$ cat src/rtl/uart_rx_pkg.sv
// Shared definitions for the UART receive controller: config FSM states and legal oversampling ratios.
package uart_rx_pkg;

    typedef enum logic [1:0] {
        CFG_IDLE  = 2'd0,
        CFG_PEND  = 2'd1,
        CFG_APPLY = 2'd2
    } cfg_state_e;

    localparam logic [5:0] PRESCALE_8  = 6'd8;
    localparam logic [5:0] PRESCALE_16 = 6'd16;
    localparam logic [5:0] PRESCALE_32 = 6'd32;

    function automatic logic prescale_legal(input logic [5:0] p);
        return (p == PRESCALE_8) || (p == PRESCALE_16) || (p == PRESCALE_32);
    endfunction

endpackage

$ cat src/rtl/uart_rx_fifo.sv
// Receive word buffer: power-of-two circular FIFO with show-ahead read port and occupancy count.
module uart_rx_fifo #(
    parameter int DATA_WIDTH = 8,
    parameter int FIFO_DEPTH = 4
) (
    input  logic                          CLK,
    input  logic                          RST,
    input  logic                          wr_valid_i,
    input  logic [DATA_WIDTH-1:0]         wr_data_i,
    input  logic                          rd_ready_i,
    output logic                          rd_valid_o,
    output logic [DATA_WIDTH-1:0]         rd_data_o,
    output logic [$clog2(FIFO_DEPTH):0]   count_o,
    output logic                          full_o
);
    localparam int AW = $clog2(FIFO_DEPTH);
    localparam int CW = AW + 1;
    localparam logic [CW-1:0] DEPTH_C = CW'(FIFO_DEPTH);

    logic [DATA_WIDTH-1:0] mem [FIFO_DEPTH];
    logic [AW-1:0]         wr_ptr_q, rd_ptr_q;
    logic [CW-1:0]         count_q, count_d;
    logic                  push, pop;

    assign full_o     = (count_q == DEPTH_C);
    assign rd_valid_o = (count_q != '0);
    assign pop        = rd_ready_i && rd_valid_o;
    // A pop in the same cycle frees the slot, so a full buffer still accepts the word.
    assign push       = wr_valid_i && (!full_o || pop);
    assign rd_data_o  = rd_valid_o ? mem[rd_ptr_q] : '0;

    always_comb begin
        count_d = count_q;
        case ({push, pop})
            2'b10:   count_d = count_q + 1'b1;
            2'b01:   count_d = count_q - 1'b1;
            default: count_d = count_q;
        endcase
    end

    always_ff @(posedge CLK) begin
        if (RST) begin
            wr_ptr_q <= '0;
            rd_ptr_q <= '0;
            count_q  <= '0;
        end else begin
            if (push) wr_ptr_q <= wr_ptr_q + 1'b1;
            if (pop)  rd_ptr_q <= rd_ptr_q + 1'b1;
            count_q <= count_d;
        end
    end

    always_ff @(posedge CLK) begin
        if (push) mem[wr_ptr_q] <= wr_data_i;
    end

    assign count_o = count_q;

endmodule

$ cat src/rtl/uart_rx_ctrl.sv
// UART receive controller: deferred config apply FSM, receive buffer and error tracking.
// Error counters are built only when UART_RX_CTRL_ERR_CNT_EN is defined; otherwise the count ports read 0.
module uart_rx_ctrl
    import uart_rx_pkg::*;
#(
    parameter int DATA_WIDTH = 8,
    parameter int FIFO_DEPTH = 4
) (
    input  logic                          CLK,
    input  logic                          RST,
    input  logic                          cfg_wr,
    input  logic [5:0]                    cfg_prescale,
    input  logic                          cfg_par_en,
    input  logic                          cfg_par_typ,
    output logic                          cfg_busy,
    output logic                          cfg_done,
    output logic                          cfg_err,
    output logic [5:0]                    prescale,
    output logic                          PAR_EN,
    output logic                          PAR_TYP,
    input  logic                          rx_busy,
    input  logic                          Data_Valid,
    input  logic [DATA_WIDTH-1:0]         P_DATA,
    input  logic                          par_err,
    input  logic                          stp_err,
    output logic                          rd_valid,
    output logic [DATA_WIDTH-1:0]         rd_data,
    input  logic                          rd_ready,
    output logic [$clog2(FIFO_DEPTH):0]   fifo_count,
    output logic                          ovr_err,
    input  logic                          err_clr,
    output logic [7:0]                    par_err_cnt,
    output logic [7:0]                    stp_err_cnt
);
    cfg_state_e state_q;
    logic [5:0] sh_ps_q, prescale_q;
    logic       sh_pe_q, sh_pt_q, par_en_q, par_typ_q;
    logic       busy_q, done_q, err_q, ovr_q, ovr_d;
    logic       wr_legal, fifo_full;

    assign wr_legal = cfg_wr && prescale_legal(cfg_prescale);

    // The applied values change on the edge that first sees rx_busy low, so they never move mid-frame.
    always_ff @(posedge CLK) begin
        if (RST) begin
            state_q    <= CFG_IDLE;
            sh_ps_q    <= '0;
            sh_pe_q    <= 1'b0;
            sh_pt_q    <= 1'b0;
            prescale_q <= PRESCALE_8;
            par_en_q   <= 1'b0;
            par_typ_q  <= 1'b0;
            busy_q     <= 1'b0;
            done_q     <= 1'b0;
            err_q      <= 1'b0;
        end else begin
            done_q <= 1'b0;
            err_q  <= 1'b0;
            case (state_q)
                CFG_IDLE: begin
                    if (wr_legal) begin
                        sh_ps_q <= cfg_prescale;
                        sh_pe_q <= cfg_par_en;
                        sh_pt_q <= cfg_par_typ;
                        state_q <= CFG_PEND;
                        busy_q  <= 1'b1;
                    end else if (cfg_wr) begin
                        err_q <= 1'b1;
                    end
                end
                CFG_PEND: begin
                    if (wr_legal) begin
                        sh_ps_q <= cfg_prescale;
                        sh_pe_q <= cfg_par_en;
                        sh_pt_q <= cfg_par_typ;
                    end else if (cfg_wr) begin
                        err_q <= 1'b1;
                    end
                    if (!rx_busy) begin
                        prescale_q <= wr_legal ? cfg_prescale : sh_ps_q;
                        par_en_q   <= wr_legal ? cfg_par_en   : sh_pe_q;
                        par_typ_q  <= wr_legal ? cfg_par_typ  : sh_pt_q;
                        done_q     <= 1'b1;
                        state_q    <= CFG_APPLY;
                    end
                end
                default: begin
                    state_q <= CFG_IDLE;
                    busy_q  <= 1'b0;
                end
            endcase
        end
    end

    assign cfg_busy = busy_q;
    assign cfg_done = done_q;
    assign cfg_err  = err_q;
    assign prescale = prescale_q;
    assign PAR_EN   = par_en_q;
    assign PAR_TYP  = par_typ_q;

    uart_rx_fifo #(
        .DATA_WIDTH (DATA_WIDTH),
        .FIFO_DEPTH (FIFO_DEPTH)
    ) u_fifo (
        .CLK        (CLK),
        .RST        (RST),
        .wr_valid_i (Data_Valid),
        .wr_data_i  (P_DATA),
        .rd_ready_i (rd_ready),
        .rd_valid_o (rd_valid),
        .rd_data_o  (rd_data),
        .count_o    (fifo_count),
        .full_o     (fifo_full)
    );

    // A word is dropped only when full and nothing is popped in the same cycle.
    always_comb begin
        ovr_d = ovr_q;
        if (Data_Valid && fifo_full && !rd_ready) ovr_d = 1'b1;
        if (err_clr) ovr_d = 1'b0;
    end

    always_ff @(posedge CLK) begin
        if (RST) ovr_q <= 1'b0;
        else     ovr_q <= ovr_d;
    end

    assign ovr_err = ovr_q;

`ifdef UART_RX_CTRL_ERR_CNT_EN
    logic [7:0] par_cnt_q, stp_cnt_q;

    always_ff @(posedge CLK) begin
        if (RST || err_clr) begin
            par_cnt_q <= '0;
            stp_cnt_q <= '0;
        end else begin
            if (par_err && (par_cnt_q != 8'hFF)) par_cnt_q <= par_cnt_q + 8'd1;
            if (stp_err && (stp_cnt_q != 8'hFF)) stp_cnt_q <= stp_cnt_q + 8'd1;
        end
    end

    assign par_err_cnt = par_cnt_q;
    assign stp_err_cnt = stp_cnt_q;
`else
    logic unused_err;
    assign unused_err  = par_err ^ stp_err;
    assign par_err_cnt = '0;
    assign stp_err_cnt = '0;
`endif

endmodule

$ cat config.mk
export PLATFORM = sky130hd
export DESIGN_NAME = uart_rx_ctrl
export DESIGN_NICKNAME = d
export VERILOG_FILES = /design/src/rtl/uart_rx_pkg.sv /design/src/rtl/uart_rx_fifo.sv /design/src/rtl/uart_rx_ctrl.sv
export SDC_FILE = /design/constraint.sdc
export NUM_CORES = 1
export LEC_CHECK = 0
export ABC_CLOCK_PERIOD_IN_PS = 3600
export BUFFER_PORTS_ARGS = -buffer_cell sky130_fd_sc_hd__buf_2
export CORE_AREA = 4 4 94 96
export DETAILED_ROUTE_END_ITERATION = 7
export DIE_AREA = 0 0 98 100
export PLACE_DENSITY = 0.56
export SYNTH_ARGS = -nofsm -noshare
export SYNTH_HDL_FRONTEND = slang
export SYNTH_SLANG_ARGS = --single-unit
export TNS_END_PERCENT = 100
$ cat constraint.sdc
create_clock -name CLK -period 3.6 [get_ports CLK]
set_input_delay 0.36 -clock CLK [delete_from_list [all_inputs] [get_ports CLK]]
set_output_delay 0.36 -clock CLK [all_outputs]
set_load 0.05 [all_outputs]
-- After elaboration in Yosys (flattened, before gate mapping)
Memories as Yosys holds them, arrays and structs flattened. A register that Yosys moved wholly into a read port is not among the register bits.
Cells that the tools add are included.
- output and inout port bits: 40
- memories kept: 1
- input bits: 25
- bits in writable memories: 32
- register bits after elaboration: 29
- word-level logic and storage cells: 67
- memories (name ; depth ; width ; read ports ; clocked after memory_dff ; wr ports ; RTL line ; text):
    u_fifo.mem ; 4 ; 8 ; 1 ; 1 ; 1 ; uart_rx_fifo.sv:20 ; logic [DATA_WIDTH-1:0] mem [FIFO_DEPTH];
- reduce and logical (&&, ||, !) cells: 20
- muxes and demuxes: 16
- bitwise logic cells: 3
- eq/ne operators: 9
- add/subtract/negate cells: 4
- operators with widths (kind ; count):
    $mux W2 ; 4
    $mux W8 ; 1
    $mux W1 ; 7
    $eq A6 B4 Y1 const B ; 1
    $eq A6 B5 Y1 const B ; 1
    $eq A6 B6 Y1 const B ; 1
    $mux W6 ; 1
    $pmux W3 S2 ; 1
    $reduce_and A2 Y1 ; 3
    $reduce_or A2 Y1 ; 3
    $logic_and A1 B1 Y1 ; 5
    $add A2 B1 Y2 const B ; 2
    $eq A2 B1 Y1 const B ; 2
    $ne A2 B2 Y1 const B ; 2
    $pmux W2 S2 ; 1
    $add A3 B1 Y3 const B ; 1
    $eq A3 B3 Y1 const B ; 1
    $logic_or A1 B1 Y1 ; 3
    $not A1 Y1 ; 3
    $reduce_bool A3 Y1 ; 1
    $reduce_or A3 Y1 ; 1
    $sub A3 B1 Y3 const B ; 1
    $eq A2 B2 Y1 const B ; 1
    $logic_not A1 Y1 ; 2
    3 further kinds ; 3

-- Depth between registers and ports, before layout
- depth in word-level cells: 6
- gate-level depth with buffers: 8
- depth with buffers taken out: 7

-- By module
From an unflattened synthesis, not the netlist that was laid out.
- cells, all modules: 227
- area total of the unflattened synthesis: 2846.5 sq um
- by module, submodules not included (module ; cells each ; times used ; area each (sq um) ; seq. area each (sq um)):
    uart_rx_fifo ; 118 ; 1 ; 1796.7 ; 1141.1
    uart_rx_ctrl ; 109 ; 1 ; 1049.8 ; 440.4

-- Least setup slack after synthesis
Ideal clock, no wire load.
- path type: register to register
- from: register u_fifo.count_q[0] (netlist: u_fifo.count_o[0])
- to: register u_fifo.count_q[2] (netlist: u_fifo.count_o[2])
- required time: 3.468 ns
- arrival time: 2.766 ns
- cell stages (with the launch flop): 8
- clock period less this slack: 2.898 ns
- path slack: 0.702 ns
- path through: dfxtp_1 -> or3_1 -> clkbuf_1 -> nand3_1 -> fa_1 -> or3b_2 -> a31oi_1 -> a21oi_1
- longest elaborated chain between the ends: 6
- ends and longest elaborated chain (element ; RTL line ; text):
    from (decl) ; uart_rx_fifo.sv:22 ; logic [CW-1:0] count_q, count_d;
    from (signal assigned) ; uart_rx_fifo.sv:49 ; count_q <= count_d;
    $reduce_bool A3 Y1 * ; uart_rx_fifo.sv:26 ; assign rd_valid_o = (count_q != '0);
    named net rd_valid ; uart_rx_ctrl.sv:26 ; output logic rd_valid,
    $logic_and A1 B1 Y1 * ; uart_rx_fifo.sv:27 ; assign pop = rd_ready_i && rd_valid_o;
    $logic_or A1 B1 Y1 ; uart_rx_fifo.sv:29 ; assign push = wr_valid_i && (!full_o || pop);
    $logic_and A1 B1 Y1 ; uart_rx_fifo.sv:29 ;
    $eq A2 B1 Y1 / $eq A2 B2 Y1 (equally long branches) ; uart_rx_fifo.sv:34 ; case ({push, pop})
    $pmux W3 S2 / $reduce_bool A2 Y1 (equally long branches) ; -- ;
Mark *: on every way through the listed nets, which the timed path passes. The rest lies on a longest branch.
A chain may end at the register's enable or synchronous reset.

==> results.yml <==
setup_path:
  path_class: "register to output pin"
  crit_fanout: 8
  cp.required_ps: 3240
  worst_ep_arrival_time_ps: 1950
  critPathMaxStageDelay_ps: 670
  cp_top_family: "flip-flops"
  cp-end-kind: "output pin"
  start_kind: "register"
  crit_buf_inv: 1
  cp_cell_sequence: "mux4_2 > and2_1 > buf_2"
  slowest_stage: "dfxtp_1"
timing:
  slew_headroom: 0.632
  drv_slew: 0
  min_period_ps: 2310
  fin_ws_ps: 1290
  hold_viol: 0
  max_slew.worst_pin.slew_ps: 552
  finalClockSkew_ps: 12.1
  rsz0062_at_grt: "false"
  fmax_mhz: 432
  whs_ps: 206
  min_period_over_period: 0.643
  setup_viol: 0
  finalSetupTns_ps: 0
pwr:
  p_per_area_mw_per_mm2: 519
  total_power_mw: 1.66
  irDropWorstVdd_mv: 0.166
  p_leak_nw: 1.25
yosys:
  synth_area_per_cell_um2: 12.2
  yosys.cell_types.count: 40
  synth_ff_type: "edfxtp_1"
  netlist_area_mm2: 0.00277
  ys_warn_count: 0
  synth_top_area_share: 0.347
  netlist_instances: 227
  synthTopCellsByArea: "edfxtp_1, dfxtp_1, mux4_2"
  synth-edff-count: 32
  ys_seq_area_frac: 0.571
  yosysTopAreaCell: "edfxtp_1"
  synth-async-reset-ratio: 0
  yosys_register_bits: 63
run:
  max_cap_viol_count: 0
drt:
  drtIter0Drc: 56
  ant_nets: 0
  postRouteWirelength_mm: 5.09
  firstDrtPassIters: 4
  wl_per_cell_um: 13.3
  vias: 1783
  drcViolationCount: 0
  vias_per_cell: 4.67
finish:
  final_nets: 302
  antenna_cells: 0
  drive_gt1_frac: 0.271
  finalNonFillerCells: 382
  syn2layout_area_growth_pct: 15.2
  fin_util: 0.396
  final_area_mm2: 0.00319
global_route:
  gr-total-overflow: 0
  antenna_found_initial: 0
  grt_first_pass_wirelength_mm: 8.31
  grt_pass1_vias: 1700
  grt_use_total: 0.110
  grt_max_degree: 27
clocking:
  htree_levels: 3
  ctsResizeCount: 0
  tritoncts: "yes"
  insertion_delay_ps: 330
  clk_pin_slew_ps: 70
  cts_root_buf: "clkbuf_8"
  clkSinkCount: 63
  clock_path_buffers: 2
  postCtsSetupBuffers: 0
  numCtsBuffers: 9
  postCtsHoldBufs: 0
die:
  io_pins: 65
  core_area_mm2: 0.00805
  dieArea_mm2: 0.00980
  die_h_um: 100
  core.rowCount: 33
  initial_core_util: 0.344
  die_x_um: 98
placement:
  dp.cells: 366
  io_buffers: 46
  dpl_cell_area_mm2: 0.00302
  place_congestion: 0.759
  post-place-ws_ps: 1320
  hpwl_mm: 3.52
outcome:
  outcome: "completed"
min_path:
  worstHoldPathType: "input port to register"
-- where the power goes --
group	leakage [nW]	internal, mW	switching [mW]	total (mW)
Sequential	0.545	0.788	0.0269	0.815
Clock	0.0835	0.249	0.283	0.532
Combinational	0.621	0.0920	0.218	0.310
-- Yosys cell counts (all sizes together), types with 2 or more instances --
cell,n
nand2,6
a211oi,4
and3,2
o21ai,7
nand3b,2
ha,4
mux2i,7
nor4b,3
a21oi,10
edfxtp,32
clkbuf,6
nand3,6
xor2,4
or3,4
inv,7
nor2,17
mux4,8
buf,22
o21a,2
nor2b,2
nor3,5
a31oi,4
and2,16
xnor2,3
dfxtp,31
-- worst register-to-register path, stage by stage (launching register included) --
cell	delay, ps
dfxtp_1	450
or3_1	390
nand3_1	150
fa_1	410
or3b_2	460
a31oi_1	180
a21oi_1	80
-- cell usage in the layout, fill, tap and decap left out, types with 6 or more instances in the layout --
cell,instances
buf_2,46
edfxtp_1,32
dfxtp_1,31
nor2_1,17
and2_1,16
conb_1,16
a21oi_1,10
clkbuf_8,9
mux4_2,8
inv_1,7
o21ai_0,7
mux2i_1,7
nand3_1,6
nand2_1,6
-- sequential cells by signal, summed over array words and instances (netlist names), named ones only --
signal           count
PAR_EN               1
PAR_TYP              1
cfg_busy             1
cfg_done             1
cfg_err              1
ovr_err              1
prescale             6
sh_pe_q              1
sh_ps_q              6
sh_pt_q              1
state_q              2
u_fifo.count_o       3
u_fifo.mem          32
u_fifo.rd_ptr_q      2
u_fifo.wr_ptr_q      2
-- path summary, 6_finish.rpt --
check,startpoint,end,slack [ps],cells past startpoint
setup / recovery,register,rd_data[3],1290,3
hold / removal,err_clr,ovr_err,210,2
setup reg to reg,u_fifo.count_o[0],u_fifo.count_o[2],1340,6
hold reg to reg,prescale[2],prescale[2],450,2
-- kinds of logic (layout without fill, tap and decap cells) --
group | Yosys count | in the layout | synth area share
other cells | 1 | 16 | 0.00135
compound gates | 33 | 33 | 0.0781
xor+xnor | 7 | 7 | 0.0221
simple gates | 68 | 68 | 0.140
fa+ha+maj | 5 | 5 | 0.0253
flops | 63 | 63 | 0.571
buf+inv | 35 | 70 | 0.0727
mux | 15 | 15 | 0.0903
-- area by class of cell --
type | instances | area, µm²
repair buffers | 47 | 238
clock inverters | 7 | 46.3
clock buffers | 9 | 124
well taps | 105 | 131
fillers | 777 | 4860
flip-flops and latches | 63 | 1580
multi-input cells | 144 | 1040
inverters | 7 | 26.3
-- routing by layer --
layer	GRT usage	vias to the layer above	wire length, µm
met5	0	-	0
li1	-	868	-
met3	0.0361	9	253
met2	0.170	45	2450
met1	0.140	861	2290
met4	0.0511	0	90
(Power assumes the default switching activity.)
